## config.mk

```make
export PLATFORM = sky130hd
export DESIGN_NAME = proj_to_affine
export DESIGN_NICKNAME = d
export VERILOG_FILES = /design/src/rtl/proj_to_affine.sv
export SDC_FILE = /design/constraint.sdc
export NUM_CORES = 1
export LEC_CHECK = 0
export BUFFER_PORTS_ARGS = -buffer_cell sky130_fd_sc_hd__buf_4
export CORE_AREA = 10 10 87 89
export CTS_CLUSTER_DIAMETER = 150
export CTS_CLUSTER_SIZE = 25
export DETAILED_ROUTE_END_ITERATION = 8
export DIE_AREA = 0 0 97 99
export GPL_ROUTABILITY_DRIVEN = 1
export GPL_TIMING_DRIVEN = 0
export SKIP_LAST_GASP = 1
export SYNTH_ARGS = -nofsm -noshare
export SYNTH_HDL_FRONTEND = slang
export SYNTH_SLANG_ARGS = --single-unit
export TNS_END_PERCENT = 5
```

## constraint.sdc

```tcl
create_clock -name clk -period 4.3 [get_ports clk]
set_input_delay 0.43 -clock clk [delete_from_list [all_inputs] [get_ports clk]]
set_output_delay 0.43 -clock clk [all_outputs]
set_load 0.01 [all_outputs]
```

## src/rtl/proj_to_affine.sv

```systemverilog
// Projective (X:Y:Z) to affine (X/Z, Y/Z^2) converter over GF(2^4), poly x^4+x+1.
// Z^-1 = Z^14 is built by a short square-and-multiply sequence on one shared SQR and one MMult.

module gf16_mul (
  input  logic [3:0] a_i,
  input  logic [3:0] b_i,
  output logic [3:0] p_o
);
  logic [6:0] p;

  always_comb begin
    p = '0;
    for (int i = 0; i < 4; i++)
      if (b_i[i]) p = p ^ (7'(a_i) << i);
  end

  // fold x^4..x^6 back using x^4 = x + 1
  assign p_o[0] = p[0] ^ p[4];
  assign p_o[1] = p[1] ^ p[4] ^ p[5];
  assign p_o[2] = p[2] ^ p[5] ^ p[6];
  assign p_o[3] = p[3] ^ p[6];
endmodule

module gf16_sqr (
  input  logic [3:0] a_i,
  output logic [3:0] s_o
);
  // squaring is linear: a0 + a1 x^2 + a2 x^4 + a3 x^6, then reduced
  assign s_o[0] = a_i[0] ^ a_i[2];
  assign s_o[1] = a_i[2];
  assign s_o[2] = a_i[1] ^ a_i[3];
  assign s_o[3] = a_i[3];
endmodule

module proj_to_affine #(
  parameter int W = 4
) (
  input  logic         clk,
  input  logic         rst,
  input  logic         in_valid,
  output logic         in_ready,
  input  logic [W-1:0] X_in,
  input  logic [W-1:0] Y_in,
  input  logic [W-1:0] Z_in,
  output logic         out_valid,
  input  logic         out_ready,
  output logic [W-1:0] x_aff,
  output logic [W-1:0] y_aff,
  output logic         is_inf
);

  typedef enum logic [2:0] {
    IDLE = 3'd0,
    INF  = 3'd1,
    INV1 = 3'd2,
    INV2 = 3'd3,
    INV3 = 3'd4,
    XA   = 3'd5,
    YA   = 3'd6,
    DONE = 3'd7
  } state_t;

  state_t state_q, state_d;

  logic [W-1:0] xr_q, yr_q, zr_q, acc_q, zinv_q;
  logic [W-1:0] x_aff_q, y_aff_q;
  logic         is_inf_q;

  logic [W-1:0] sqr_in, sqr_out;
  logic [W-1:0] mul_a, mul_b, mul_out;

  logic in_fire, out_fire;

  assign in_fire  = in_valid && in_ready;
  assign out_fire = out_valid && out_ready;

  gf16_sqr u_sqr (.a_i(sqr_in), .s_o(sqr_out));
  gf16_mul u_mul (.a_i(mul_a), .b_i(mul_b), .p_o(mul_out));

  always_ff @(posedge clk) begin
    if (rst) state_q <= IDLE;
    else     state_q <= state_d;
  end

  always_comb begin
    state_d = state_q;
    unique case (state_q)
      IDLE: if (in_fire) state_d = (Z_in != '0) ? INV1 : INF;
      INF:  state_d = DONE;
      INV1: state_d = INV2;
      INV2: state_d = INV3;
      INV3: state_d = XA;
      XA:   state_d = YA;
      YA:   state_d = DONE;
      DONE: if (out_fire) state_d = IDLE;
      default: state_d = IDLE;
    endcase
  end

  // handshake flags plus operand steering for the shared SQR / MMult
  always_comb begin
    in_ready  = (state_q == IDLE);
    out_valid = (state_q == DONE);
    sqr_in    = acc_q;
    mul_a     = sqr_out;
    mul_b     = zr_q;
    unique case (state_q)
      INV1: sqr_in = zr_q;
      XA: begin
        mul_a = xr_q;
        mul_b = zinv_q;
      end
      YA: begin
        sqr_in = zinv_q;
        mul_a  = yr_q;
        mul_b  = sqr_out;
      end
      default: ;
    endcase
  end

  always_ff @(posedge clk) begin
    if (rst) begin
      xr_q     <= '0;
      yr_q     <= '0;
      zr_q     <= '0;
      acc_q    <= '0;
      zinv_q   <= '0;
      x_aff_q  <= '0;
      y_aff_q  <= '0;
      is_inf_q <= 1'b0;
    end else begin
      unique case (state_q)
        IDLE: if (in_fire) begin
          xr_q <= X_in;
          yr_q <= Y_in;
          zr_q <= Z_in;
        end
        INF: begin
          x_aff_q  <= '0;
          y_aff_q  <= '0;
          is_inf_q <= 1'b1;
        end
        INV1: acc_q   <= mul_out;
        INV2: acc_q   <= mul_out;
        INV3: zinv_q  <= sqr_out;
        XA:   x_aff_q <= mul_out;
        YA: begin
          y_aff_q  <= mul_out;
          is_inf_q <= 1'b0;
        end
        default: ;
      endcase
    end
  end

  assign x_aff  = x_aff_q;
  assign y_aff  = y_aff_q;
  assign is_inf = is_inf_q;

endmodule
```

# Yosys cells after proc, flatten, opt, wreduce, memory -nomap -nowiden
# Cells that the tools add are included.
# op_classes
addsub	0
mul	0
div	0
n_lt_le_gt_ge	0
n_eq_ne	9
shift	0
n_mux	14
bitwise	11
n_reduce_logical	10
# ops
op	count
case mux 4 bit (2 select lines)	5
2-to-1 mux 7 bit	3
case mux 3 bit (7 select lines)	1
equality test 3 bit, second input constant	4
bitwise XOR 1 bit	8
bitwise XOR 7 x 5 -> 7 bit	1
bitwise XOR 7 x 6 -> 7 bit	1
bitwise XOR 7 bit	1
equality test 3 x 2 -> 1 bit, second input constant	2
2-to-1 mux 3 bit	2
2-to-1 mux 4 bit	1
inequality test 2 x 1 -> 1 bit, second input constant	2
AND reduction 2 bit	2
nonzero test 2 bit	2
nonzero test 4 bit	1
OR reduction 2 bit	2
equality test 3 x 1 -> 1 bit, second input constant	1
logical NOT 3 bit	1
logical AND 1 bit	2
2-to-1 mux 2 bit	1
case mux 1 bit (2 select lines)	1
# word_totals
reg_bits	32
latchBits	0
mem_bits_rw	0
mem_bits_ro	0
in_bits	16
output_inout_bits	11
memories	0

# Logic depth before layout (Yosys ltp)
# Gate-level depths: netlist of the first run.
# depth
word_depth	14
mapped_depth	11

# By module
# A second synthesis of the first run with hierarchy kept.
# unflattened
cells_unflattened	224
hier_area_um2	1844.3
# by_module_without_submodules
module	instances	cells_per_inst	area_each_um2	seq_area_each_um2
proj_to_affine	1	187	1584.0	640.6
gf16_mul	1	33	227.7	0.0
gf16_sqr	1	4	32.5	0.0

# Worst setup path after synthesis of the first run
# Ideal clock, no wire load.
# synth_path
kind	flip-flop to flip-flop
start	reg state_q[2]
end	reg y_aff_q[1] (netlist: y_aff[1])
setup_ns	0.079
arrival_time_ns	2.277
t_required_ns	4.221
slack_ns	1.944
path_stages_with_launch	10
path_cell_list	dfxtp_1 > buf_6 > mux2_1 > mux2i_1 > xor2_1 > a32oi_1 > xnor2_1 > xnor3_1 > xor2_1 > a211oi_2
# synth_via
elab_chain_len	14
# synth_rtl
element	line_no	source
start: declaration	63	state_t state_q, state_d;
start signal: assignment	82	else state_q <= state_d;
equality test 3 bit / equality test 3 x 2 -> 1 bit (equally long branches)	107, 133	
case mux 4 bit (2 select lines)	107	unique case (state_q)
bitwise XOR 1 bit	29	assign s_o[0] = a_i[0] ^ a_i[2];
case mux 4 bit (2 select lines)	107	
2-to-1 mux 4 bit	14	if (b_i[i]) p = p ^ (7'(a_i) << i);
bitwise XOR 7 x 5 -> 7 bit	14	
2-to-1 mux 7 bit	14	
bitwise XOR 7 x 6 -> 7 bit	14	
2-to-1 mux 7 bit	14	
bitwise XOR 7 bit	14	
2-to-1 mux 7 bit	14	
bitwise XOR 1 bit (2 in a row)	19	assign p_o[1] = p[1] ^ p[4] ^ p[5];
case mux 4 bit (2 select lines)	133	unique case (state_q)
end signal: assignment	149	y_aff_q <= mul_out;
end: declaration	66	logic [W-1:0] x_aff_q, y_aff_q;
# Several ways; a longest one is shown, not always the timed one.
# A chain may end at the register's enable or synchronous reset.

# Final worst setup path of the first run
# layout_path
start	reg state_q[2]
end	reg acc_q[1]
# layout_via
elab_chain_len	13
# layout_rtl
element	line_no	source
equality test 3 bit / equality test 3 x 2 -> 1 bit (equally long branches)	107, 133	
case mux 4 bit (2 select lines)	107	
bitwise XOR 1 bit	29	
case mux 4 bit (2 select lines)	107	
2-to-1 mux 4 bit	14	
bitwise XOR 7 x 5 -> 7 bit	14	
2-to-1 mux 7 bit	14	
bitwise XOR 7 x 6 -> 7 bit	14	
2-to-1 mux 7 bit	14	
bitwise XOR 7 bit	14	
2-to-1 mux 7 bit	14	
bitwise XOR 1 bit (2 in a row)	19	
end signal: assignment	144	INV1: acc_q <= mul_out;
end signal: assignment	145	INV2: acc_q <= mul_out;
end: declaration	65	logic [W-1:0] xr_q, yr_q, zr_q, acc_q, zinv_q;
# Several ways; a longest one is shown, not always the timed one.

==> results of run 1 <==
## layout make-up
| class | count | area, um2 |
|---|---|---|
| plain buffers | 18 | 115.1 |
| clock buffers | 7 | 86.33 |
| clock inverters | 1 | 7.507 |
| fillers | 604 | 3501 |
| inverters | 4 | 15.01 |
| multi-input cells | 182 | 1204 |
| flip-flops and latches | 32 | 640.6 |
| well taps | 75 | 93.84 |
| repair buffers | 25 | 187.7 |
## how the worst min path moves through the flow
stage,cells past startpoint,slack (ns),endpoint,startpoint
after global placement,2,0.45,yr_q[3],yr_q[3]
final,2,0.34,state_q[2],out_ready
after global routing,2,0.34,state_q[2],out_ready
after CTS,2,0.34,state_q[2],out_ready
after floorplan,2,0.44,xr_q[0],xr_q[0]
after detailed placement,2,0.45,x_aff[2],x_aff[2]
## kinds of logic (layout without fill, tap and decap cells)
logic type | Yosys count | after routing | synth area share, %
and+or+nand+nor | 87 | 87 | 20.85
AOI/OAI and AO/OA | 69 | 69 | 25.03
xor gates and xnor gates | 15 | 15 | 8.048
DFF | 32 | 32 | 32.45
muxes | 11 | 11 | 7.034
buffers and inverters | 22 | 55 | 6.590
## state kept, by name, indices dropped and copies added (netlist names)
name,flops
yr_q,4
zr_q,4
is_inf,1
acc_q,4
state_q,3
x_aff,4
y_aff,4
zinv_q,4
xr_q,4
## metal layers
layer	track usage [%]	share of wire, %
met1	13.01	46
met2	17.03	48
met3	2.025	4.2
met4	3.859	1.7
met5	0	0
## worst register-to-register path, cell delays in order, from the launching register on
cell and delay, ns:
dfxtp_1 0.34, buf_6 0.16, mux2_1 0.34, mux2i_1 0.16, xor2_1 0.31, a32oi_1 0.15, xnor2_1 0.26, xnor3_1 0.50
xor2_1 0.27, a21oi_1 0.10
## stage by stage
stage	setup WS (ns)	hold WS [ns]	power [mW]	utilization (%)
finish	1.587	0.3438	1.101	40.16
global route	1.437	0.3432	1.188	40.16
CTS	1.582	0.3441	1.108	40.16
detailed placement	1.593	0.4467	0.8663	38.56
global placement	1.619	0.4453	0.8620	38.56
floorplan	1.944	0.4360	0.7442	-
## power groups by stage
stage	sequential [mW]	clock, mW	combinational, mW
final	0.372	0.242	0.487
after global routing	0.378	0.269	0.541
after CTS	0.372	0.247	0.489
after detailed placement	0.379	0	0.487
after global placement	0.379	0	0.483
after floorplan	0.372	0	0.372
## cells in the final DEF, fill, tap and decap left out, drive strengths merged, types with 6 or more instances in the layout
cell type	n
nor3	8
nor2	21
mux2i	7
xnor2	6
xor2	7
a211oi	6
o21ai	14
nand2	33
buf	34
dfxtp	32
a21oi	25
nand3	6
clkbuf	16
==> summary.txt, run 1 <==
Final layout
  – Share of cells above drive strength 1: 21.19%
  – Nets: 284
  – Area grow syn2layout: 19.01%
  – Fin cells: 344
  – Post-route cell area: 2350 um2
  – Diodes inserted: 0

Clocking
  – CTS Sinks: 32
  – CTS root buffer: clkbuf_8
  – CTS tree: built
  – CTS HTree Levels: 2
  – CTS Buf Count: 5
  – Hold_buf cts: 0
  – Post-CTS sizing: 0
  – Worst-path clk slew: 0.06 ns
  – Deepest clock path buffer count: 2
  – Clk_lat worst skew: 0.28 ns
  – Post-CTS Setup Inserts: 0

Synth
  – Synth top cells by count: 33 x nand2_1, 32 x dfxtp_1, 24 x a21oi_1
  – Post-synth EDFFs: 0
  – Leading area contributor after synthesis: dfxtp_1
  – Synth cell types: 51
  – Synth area leaders: dfxtp_1 32%, nand2_1 6.3%, a21oi_1 6.1%
  – Seq cells post-synth: 32
  – Post-synthesis sequential area ratio: 32.45%
  – Share of the synthesized area in the top cell type: 32.45%
  – Asr flop ratio synth: 0%
  – Syn avg cell area: 8.366 um2
  – Synth Instances: 236
  – Syn nets: 252
  – Count leader, synth: nand2_1
  – Synth warn: 0
  – Synth Flop Type: dfxtp_1
  – Cell Area, Synth: 1974 um2

Critical path
  – CP bufs+invs: 1
  – Largest stage delay on the critical path: 0.50 ns
  – Largest delay share family, worst path: XOR/XNOR gates
  – CP startpoint: state_q[2]
  – Reg2Reg Setup Slack: 1.59 ns
  – FF-to-FF path depth: 9
  – Worst EP required: 4.45 ns
  – Reg2Reg Capture Point: acc_q[1]
  – Worst setup SP type: flop
  – Slowest CP cell: xnor3_1
  – Arr. time, crit path: 2.87 ns
  – Worst path depth: 9
  – Worst setup endpoint: acc_q[1]
  – Crit Path Max Fanout: 10
  – Crit-path cells: buf_6, mux2_1, mux2i_1, xor2_1, a32oi_1, xnor2_1, xnor3_1, xor2_1, a21oi_1
  – FF-to-FF Start: state_q[2]
  – Critical Setup Path Class: flop to flop
  – CP Capture Type: flop
  – Most used cell along the critical path: xor2_1

Power and ir drop
  – PD cells: 468.6 nW/um2
  – VDD IR max: 258.2 uV
  – Internal Pwr Total: 671.1 uW
  – Leak: 0.8940 nW
  – Clock Power Share: 22.0%
  – Switching pwr: 430.1 uW
  – Switching part of the total: 39.06%
  – Comb power frac: 44.2%
  – Seq pwr share: 33.8%

STA
  – Final Cycle Share: 63.10%
  – Final Slew Violations: 0
  – Setup_tns: 0 ns
  – Final setup viols: 0
  – Rel. slew slack: 66.79%
  – RSZ-0062 raised after global routing: false
  – Hold Fails Final Rpt: 0
  – Worst Tran Pin Value: 0.4982 ns
  – Peak Freq: 0.3686 GHz
  – Layout Skew: 0.007700 ns
  – Min Tclk post-route: 2.713 ns

Global route
  – Total congestion overflow: 0
  – Number of global-route vias before repair: 1743
  – First-pass GRT wire length: 8.500 mm
  – Total track usage: 10.34%
  – Largest net degree at the start of global routing: 11
  – Initial antenna violation count: 0

Floorplanning
  – Io pins: 27
  – Rows: 28
  – Initial Util: 33.75%
  – Die width: 97 um
  – Core Footprint: 5851 um2
  – Die area: 9603 um2
  – Vert. Die Dim: 99 um

Drt
  – DRT iter0 DRCs: 111
  – Post-Route WL: 4.878 mm
  – ANT nets after route: 0
  – Residual DRC: 0
  – WL/cell: 14.18 um
  – Via count: 1775
  – Via/cell ratio: 5.160
  – Drt first pass iters: 4

Placed design
  – Gp weighted congestion: 0.7843
  – Post-Place Cells: 336
  – PortBufs: 25
  – Final HPWL DP: 3.762 mm
  – DP Area: 2256 um2

Status
  – Outcome: finished, final reports clean

Run
  – Max_cap viols: 0

Hold path
  – Hold Crit Class: primary input to flop
Note: power is estimated with default switching activity, not from simulation.
==> inputs of run 2 (changes only) <==
==> constraint.sdc (replaced) <==
create_clock -name clk -period 2.3 [get_ports clk]
set_input_delay 0.23 -clock clk [delete_from_list [all_inputs] [get_ports clk]]
set_output_delay 0.23 -clock clk [all_outputs]
set_load 0.01 [all_outputs]
==> run 2 against run 1 <==
The run now ends with negative setup slack left. Core utilization increased by 5.0 points. Fmax increased by 7.3%. Sequential share of layout area decreased by 3.0 points. Critical endpoint is now acc_q[3]. Highest routed layer unchanged.
==> summary.txt, run 2 (synthesis gave the netlist of run 1 again) <==
Status
  – Outcome: finished, violations left
  – Failing checks: negative setup slack

Final layout
  – Diodes inserted: 0
  – Register Area: 641.9 um2
  – Fin cells: 359
  – Fillers: 584
  – Most common cell after layout, fill and taps aside: buf_4
  – Share of cells above drive strength 1: 30.63%
  – Final Util: 45.12%
  – Most frequent cells in the layout: 38 x buf_4, 33 x nand2_1, 31 x dfxtp_1
  – Nets: 299
  – Area grow syn2layout: 33.71%
  – Multi-input logic area: 1334 um2

STA
  – Final worst slack: -0.2283 ns
  – Rel. slew slack: 68.90%
  – Final Slew Violations: 0
  – Layout Skew: 0.006661 ns
  – Min Tclk post-route: 2.528 ns
  – Peak Freq: 0.3955 GHz
  – Worst Tran Pin Value: 0.4665 ns
  – RSZ-0062 raised after global routing: true
  – Final Cycle Share: 109.9%
  – Final setup viols: 12
  – Hold Fails Final Rpt: 0

Floorplanning
  – Vert. Die Dim: 99 um
  – Io pins: 27
  – Core Footprint: 5851 um2
  – Die width: 97 um
  – Die area: 9603 um2
  – Initial Util: 33.75%
  – Rows: 28

Power and ir drop
  – PD cells: 890.4 nW/um2
  – VDD IR max: 395.7 uV
  – Leak: 1.013 nW

Clocking
  – CTS Sinks: 32
  – Clk_lat worst skew: 0.28 ns
  – CTS Buf Count: 5
  – CTS HTree Levels: 2
  – CTS root buffer: clkbuf_8
  – CTS tree: built
  – Worst-path clk slew: 0.06 ns
  – Deepest clock path buffer count: 2

Global route
  – Largest net degree at the start of global routing: 11
  – Number of global-route vias before repair: 1833
  – Met3 usage: 2.374%
  – Initial antenna violation count: 0
  – First-pass GRT wire length: 8.928 mm
  – M2 GR Usage: 18.62%
  – Grt peak-use layer: met2
  – Total congestion overflow: 0
  – M1 GR Usage: 12.99%
  – Total track usage: 10.90%

Critical path
  – Critical Setup Path Class: flop to flop
  – Slowest CP cell: dfxtp_2
  – Most used cell along the critical path: a21oi_1
  – Largest stage delay on the critical path: 0.32 ns
  – Crit-path cells: buf_6, nor2b_4, buf_8, buf_12, mux2i_4, xor2_2, a21oi_2, buf_4, a21oi_1, nor3_2, xor2_1, a21oi_1
  – Worst EP required: 2.44 ns
  – Arr. time, crit path: 2.67 ns
  – Crit Path Max Fanout: 6
  – Worst setup SP type: flop
  – CP Capture Type: flop

Placed design
  – Gp weighted congestion: 0.8591
  – PortBufs: 25
  – Final HPWL DP: 3.747 mm
  – Post-Place Cells: 336

Run
  – Max_cap viols: 0

Drt
  – Via count: 1816
  – ANT nets after route: 0
  – Drt first pass iters: 4
  – DRT iter0 DRCs: 118
  – WL/cell: 14.61 um
  – Residual DRC: 0
  – Post-Route WL: 5.244 mm
  – Via/cell ratio: 5.058

Hold path
  – Hold Crit Class: primary input to flop
run 2: cell count changes in the layout (fill, tap and decap cells not counted), moves of 3 or more:
cell | before | now
xor2_1 | 7 | 3
mux2i_4 | 1 | 4
buf_4 | 25 | 38
xor2_2 | 0 | 4
run 2: cell type report:
type | count | share of cell area, %
Buffer | 18 | 4.834
Inverter | 4 | 0.5687
Sequential cell | 32 | 24.31
Multi-Input combinational cell | 182 | 50.52
Timing Repair Buffer | 40 | 12.80
Clock buffer | 8 | 3.412
Tap cell | 75 | 3.555
run 2: worst paths after layout:
check	depth (start not counted)	from	to	slack, ns
worst max-delay path	12	state_q[1]	acc_q[3]	-0.23
worst min-delay path	2	out_ready	state_q[2]	0.14
worst max register to register	12	state_q[1]	acc_q[3]	-0.23
worst min register to register	2	xr_q[0]	xr_q[0]	0.46
run 2: layer usage:
| metal | part of all wire, % | vias up |
|---|---|---|
| met5 | 0 | - |
| met4 | 1.6 | 0 |
| met3 | 3.3 | 9 |
| met2 | 50 | 32 |
| met1 | 45 | 850 |
| li1 | - | 925 |
run 2: timing repair:
| item | CTS | global route |
|---|---|---|
| endpoints found under the setup margin | 12 | 12 |
| gates cloned | 1 | 0 |
| resized for setup | 21 | 2 |
| pin swaps | 14 | 2 |
| hold buffers | 0 | 0 |
| buffers inserted | 14 | 0 |
run 2: critical path, delay by kind of cell (launching register included):
kind | cells | cell delay, ns
xor+xnor | 2 | 0.39
buf+inv | 4 | 0.54
mux | 1 | 0.27
flops | 1 | 0.32
simple gates | 2 | 0.44
compound gates | 3 | 0.41
run 2: where the power goes:
part	internal [mW]	switching [mW]	leakage, nW	total (mW)
Clock	0.244	0.199	0.0455	0.442
Combinational	0.580	0.620	0.706	1.20
Sequential	0.633	0.0756	0.261	0.708
Total	1.46	0.894	1.01	2.35
run 2: stage by stage:
| step | setup slack, ns | power (mW) | hold slack (ns) | area, um2 | setup TNS, ns |
|---|---|---|---|---|---|
| floorplan | -0.009292 | 1.396 | 0.3259 | 1983 | -0.009292 |
| global placement | -0.3400 | 1.617 | 0.4396 | 2265 | -2.713 |
| detailed placement | -0.3503 | 1.625 | 0.4419 | 2265 | -2.876 |
| CTS | -0.2003 | 2.338 | 0.1395 | 2628 | -1.358 |
| global route | -0.3748 | 2.499 | 0.1459 | 2640 | -3.531 |
| finish | -0.2283 | 2.351 | 0.1435 | 2640 | -1.644 |
==> inputs of run 3 (changes only) <==
--- a/config.mk
+++ b/config.mk
@@ -6,6 +6,7 @@
 export NUM_CORES = 1
 export LEC_CHECK = 0
 export BUFFER_PORTS_ARGS = -buffer_cell sky130_fd_sc_hd__buf_4
+export CAP_MARGIN = 10
 export CORE_AREA = 10 10 87 89
 export CTS_CLUSTER_DIAMETER = 150
 export CTS_CLUSTER_SIZE = 25
@@ -17,4 +18,4 @@
 export SYNTH_ARGS = -nofsm -noshare
 export SYNTH_HDL_FRONTEND = slang
 export SYNTH_SLANG_ARGS = --single-unit
-export TNS_END_PERCENT = 5
+export TNS_END_PERCENT = 50
==> run 3 against run 2 <==
The flow still finishes with violations (negative setup slack). Core utilization grew 7.2 points. Hold slack worse by 0.0070 ns. Non-clock buffer count increased by 26. Sequential power rose by 3.0%. Sequential share of layout area down 3.3 points. Total power grew 19%. Critical path depth shrank 2. Combinational power up 35%.
==> summary.txt, run 3 (synthesis gave the netlist of run 1 again) <==
Status
  – Outcome: finished, violations left
  – Failing checks: negative setup slack

Final layout
  – Multi-input logic area: 1543 um2
  – Area grow syn2layout: 55.01%
  – Register Area: 644.4 um2
  – Nets: 325
  – Diodes inserted: 0
  – Fillers: 514
  – Most common cell after layout, fill and taps aside: buf_4
  – Final Util: 52.31%
  – Share of cells above drive strength 1: 44.19%
  – Most frequent cells in the layout: 63 x buf_4, 32 x nand2_1, 29 x dfxtp_1

Hold path
  – Worst Hold Path EP: state_q[2]
  – Hold Crit Class: primary input to flop
  – Hold Startpoint: out_ready
  – Hold path depth: 2

Global route
  – Total track usage: 11.60%
  – Number of global-route vias before repair: 1946
  – Total congestion overflow: 0
  – Largest net degree at the start of global routing: 11
  – First-pass GRT wire length: 9.535 mm
  – Initial antenna violation count: 0

Critical path
  – Arr. time, crit path: 2.66 ns
  – CP Capture Type: flop
  – Reg2Reg Setup Slack: -0.20 ns
  – Reg2Reg Capture Point: y_aff[3]
  – Crit Path Max Fanout: 5
  – FF-to-FF Start: state_q[1]
  – Worst EP required: 2.46 ns
  – Critical Setup Path Class: flop to flop
  – Worst setup SP type: flop
  – FF-to-FF path depth: 10

Power and ir drop
  – Seq pwr share: 26.1%
  – Leak: 1.207 nW
  – Internal Pwr Total: 1.691 mW
  – VDD IR max: 419.1 uV
  – Pwr Total: 2.796 mW
  – PD cells: 913.5 nW/um2
  – Clock Power Share: 15.9%
  – Switching part of the total: 39.53%
  – Switching pwr: 1.105 mW
  – Comb power frac: 58.1%

Clocking
  – Worst-path clk slew: 0.07 ns
  – CTS root buffer: clkbuf_8
  – CTS tree: built
  – CTS Sinks: 32
  – Deepest clock path buffer count: 2
  – CTS HTree Levels: 2
  – CTS Buf Count: 5
  – Clk_lat worst skew: 0.28 ns
  – Hold_buf cts: 0

Placed design
  – Final HPWL DP: 3.747 mm
  – Gp weighted congestion: 0.8591
  – PortBufs: 25

Floorplanning
  – Vert. Die Dim: 99 um
  – Initial Util: 33.75%
  – Rows: 28
  – Die area: 9603 um2
  – Core Footprint: 5851 um2
  – Io pins: 27
  – Die width: 97 um

STA
  – Peak Freq: 0.3994 GHz
  – Worst Tran Pin Value: 0.4819 ns
  – Layout Skew: 0.008041 ns
  – Final Slew Violations: 0
  – Final worst slack: -0.2039 ns
  – Final setup viols: 12
  – Final Cycle Share: 108.9%
  – Min Tclk post-route: 2.504 ns
  – Hold Fails Final Rpt: 0
  – RSZ-0062 raised after global routing: true
  – Rel. slew slack: 67.81%

Run
  – Max_cap viols: 0

Drt
  – DRT iter0 DRCs: 132
  – Post-Route WL: 6.295 mm
  – WL/cell: 16.35 um
  – Via count: 1993
  – ANT nets after route: 0
  – Residual DRC: 0
  – Via/cell ratio: 5.177
  – Drt first pass iters: 4
## run 3: changes by cell type in the layout (fill, tap and decap cells not counted), moves of 3 or more
cell,before,now
buf_4,38,63
a221oi_4,1,4
a21oi_1,24,21
nor2_1,20,16
## run 3: per-layer routing
metal	share of wire, %	global-route usage, %
met1	40	13.47
met2	53	20.42
met3	5.1	2.444
met4	2.1	4.313
met5	0	0
## run 3: metrics by stage
step | hold slack (ns) | setup TNS, ns | area [um2] | setup WS (ns) | cells
after CTS | 0.1395 | -1.042 | 2764 | -0.1769 | 371
final | 0.1366 | -1.773 | 3060 | -0.2039 | 385
after global routing | 0.1387 | -3.342 | 3060 | -0.3385 | 385
after detailed placement | 0.4419 | -2.876 | 2265 | -0.3503 | 336
after global placement | 0.4396 | -2.713 | 2265 | -0.3400 | 336
after floorplan | 0.3259 | -0.009292 | 1983 | -0.009292 | 236
## run 3: cell type report
type                       count  area share, %
inverter                       4         0.4906
tap                           75          3.066
timing repair buffer          69          18.77
clock buffer                   8          2.944
buffer                        15          3.271
multi-input combinational    182          50.41
sequential                    32          21.05
## run 3: how the worst max path moves through the flow
| stage | start | endpoint | slack [ns] | depth (start not counted) |
|---|---|---|---|---|
| finish | state_q[1] | y_aff[3] | -0.20 | 10 |
| global route | state_q[1] | y_aff[2] | -0.34 | 9 |
| CTS | state_q[1] | x_aff[2] | -0.18 | 12 |
| detailed placement | state_q[1] | acc_q[3] | -0.35 | 11 |
| global placement | state_q[1] | acc_q[3] | -0.34 | 11 |
| floorplan | state_q[1] | y_aff[1] | -0.009 | 11 |
## run 3: power groups by stage
| stage | Clock, mW | Sequential (mW) | Combinational [mW] |
|---|---|---|---|
| after floorplan | 0 | 0.697 | 0.698 |
| after global placement | 0 | 0.708 | 0.909 |
| after detailed placement | 0 | 0.708 | 0.917 |
| after CTS | 0.455 | 0.707 | 1.28 |
| after global routing | 0.476 | 0.741 | 1.74 |
| final | 0.443 | 0.729 | 1.62 |
## run 3: what timing repair did
action	4_1_cts	5_1_grt
pin swaps	19	23
gates cloned	1	0
gates resized for setup	30	38
setup buffers	27	16
endpoints found under the setup margin	12	12
## run 3: worst max-delay path, cell delays in order, from the launching register on
cell,delay [ns]
dfxtp_2,0.35
nor2b_4,0.25
buf_8,0.18
buf_12,0.14
mux2i_4,0.27
xor2_2,0.27
a21o_1,0.24
a21oi_2,0.10
nor3_4,0.23
xor2_2,0.25
a211oi_2,0.11
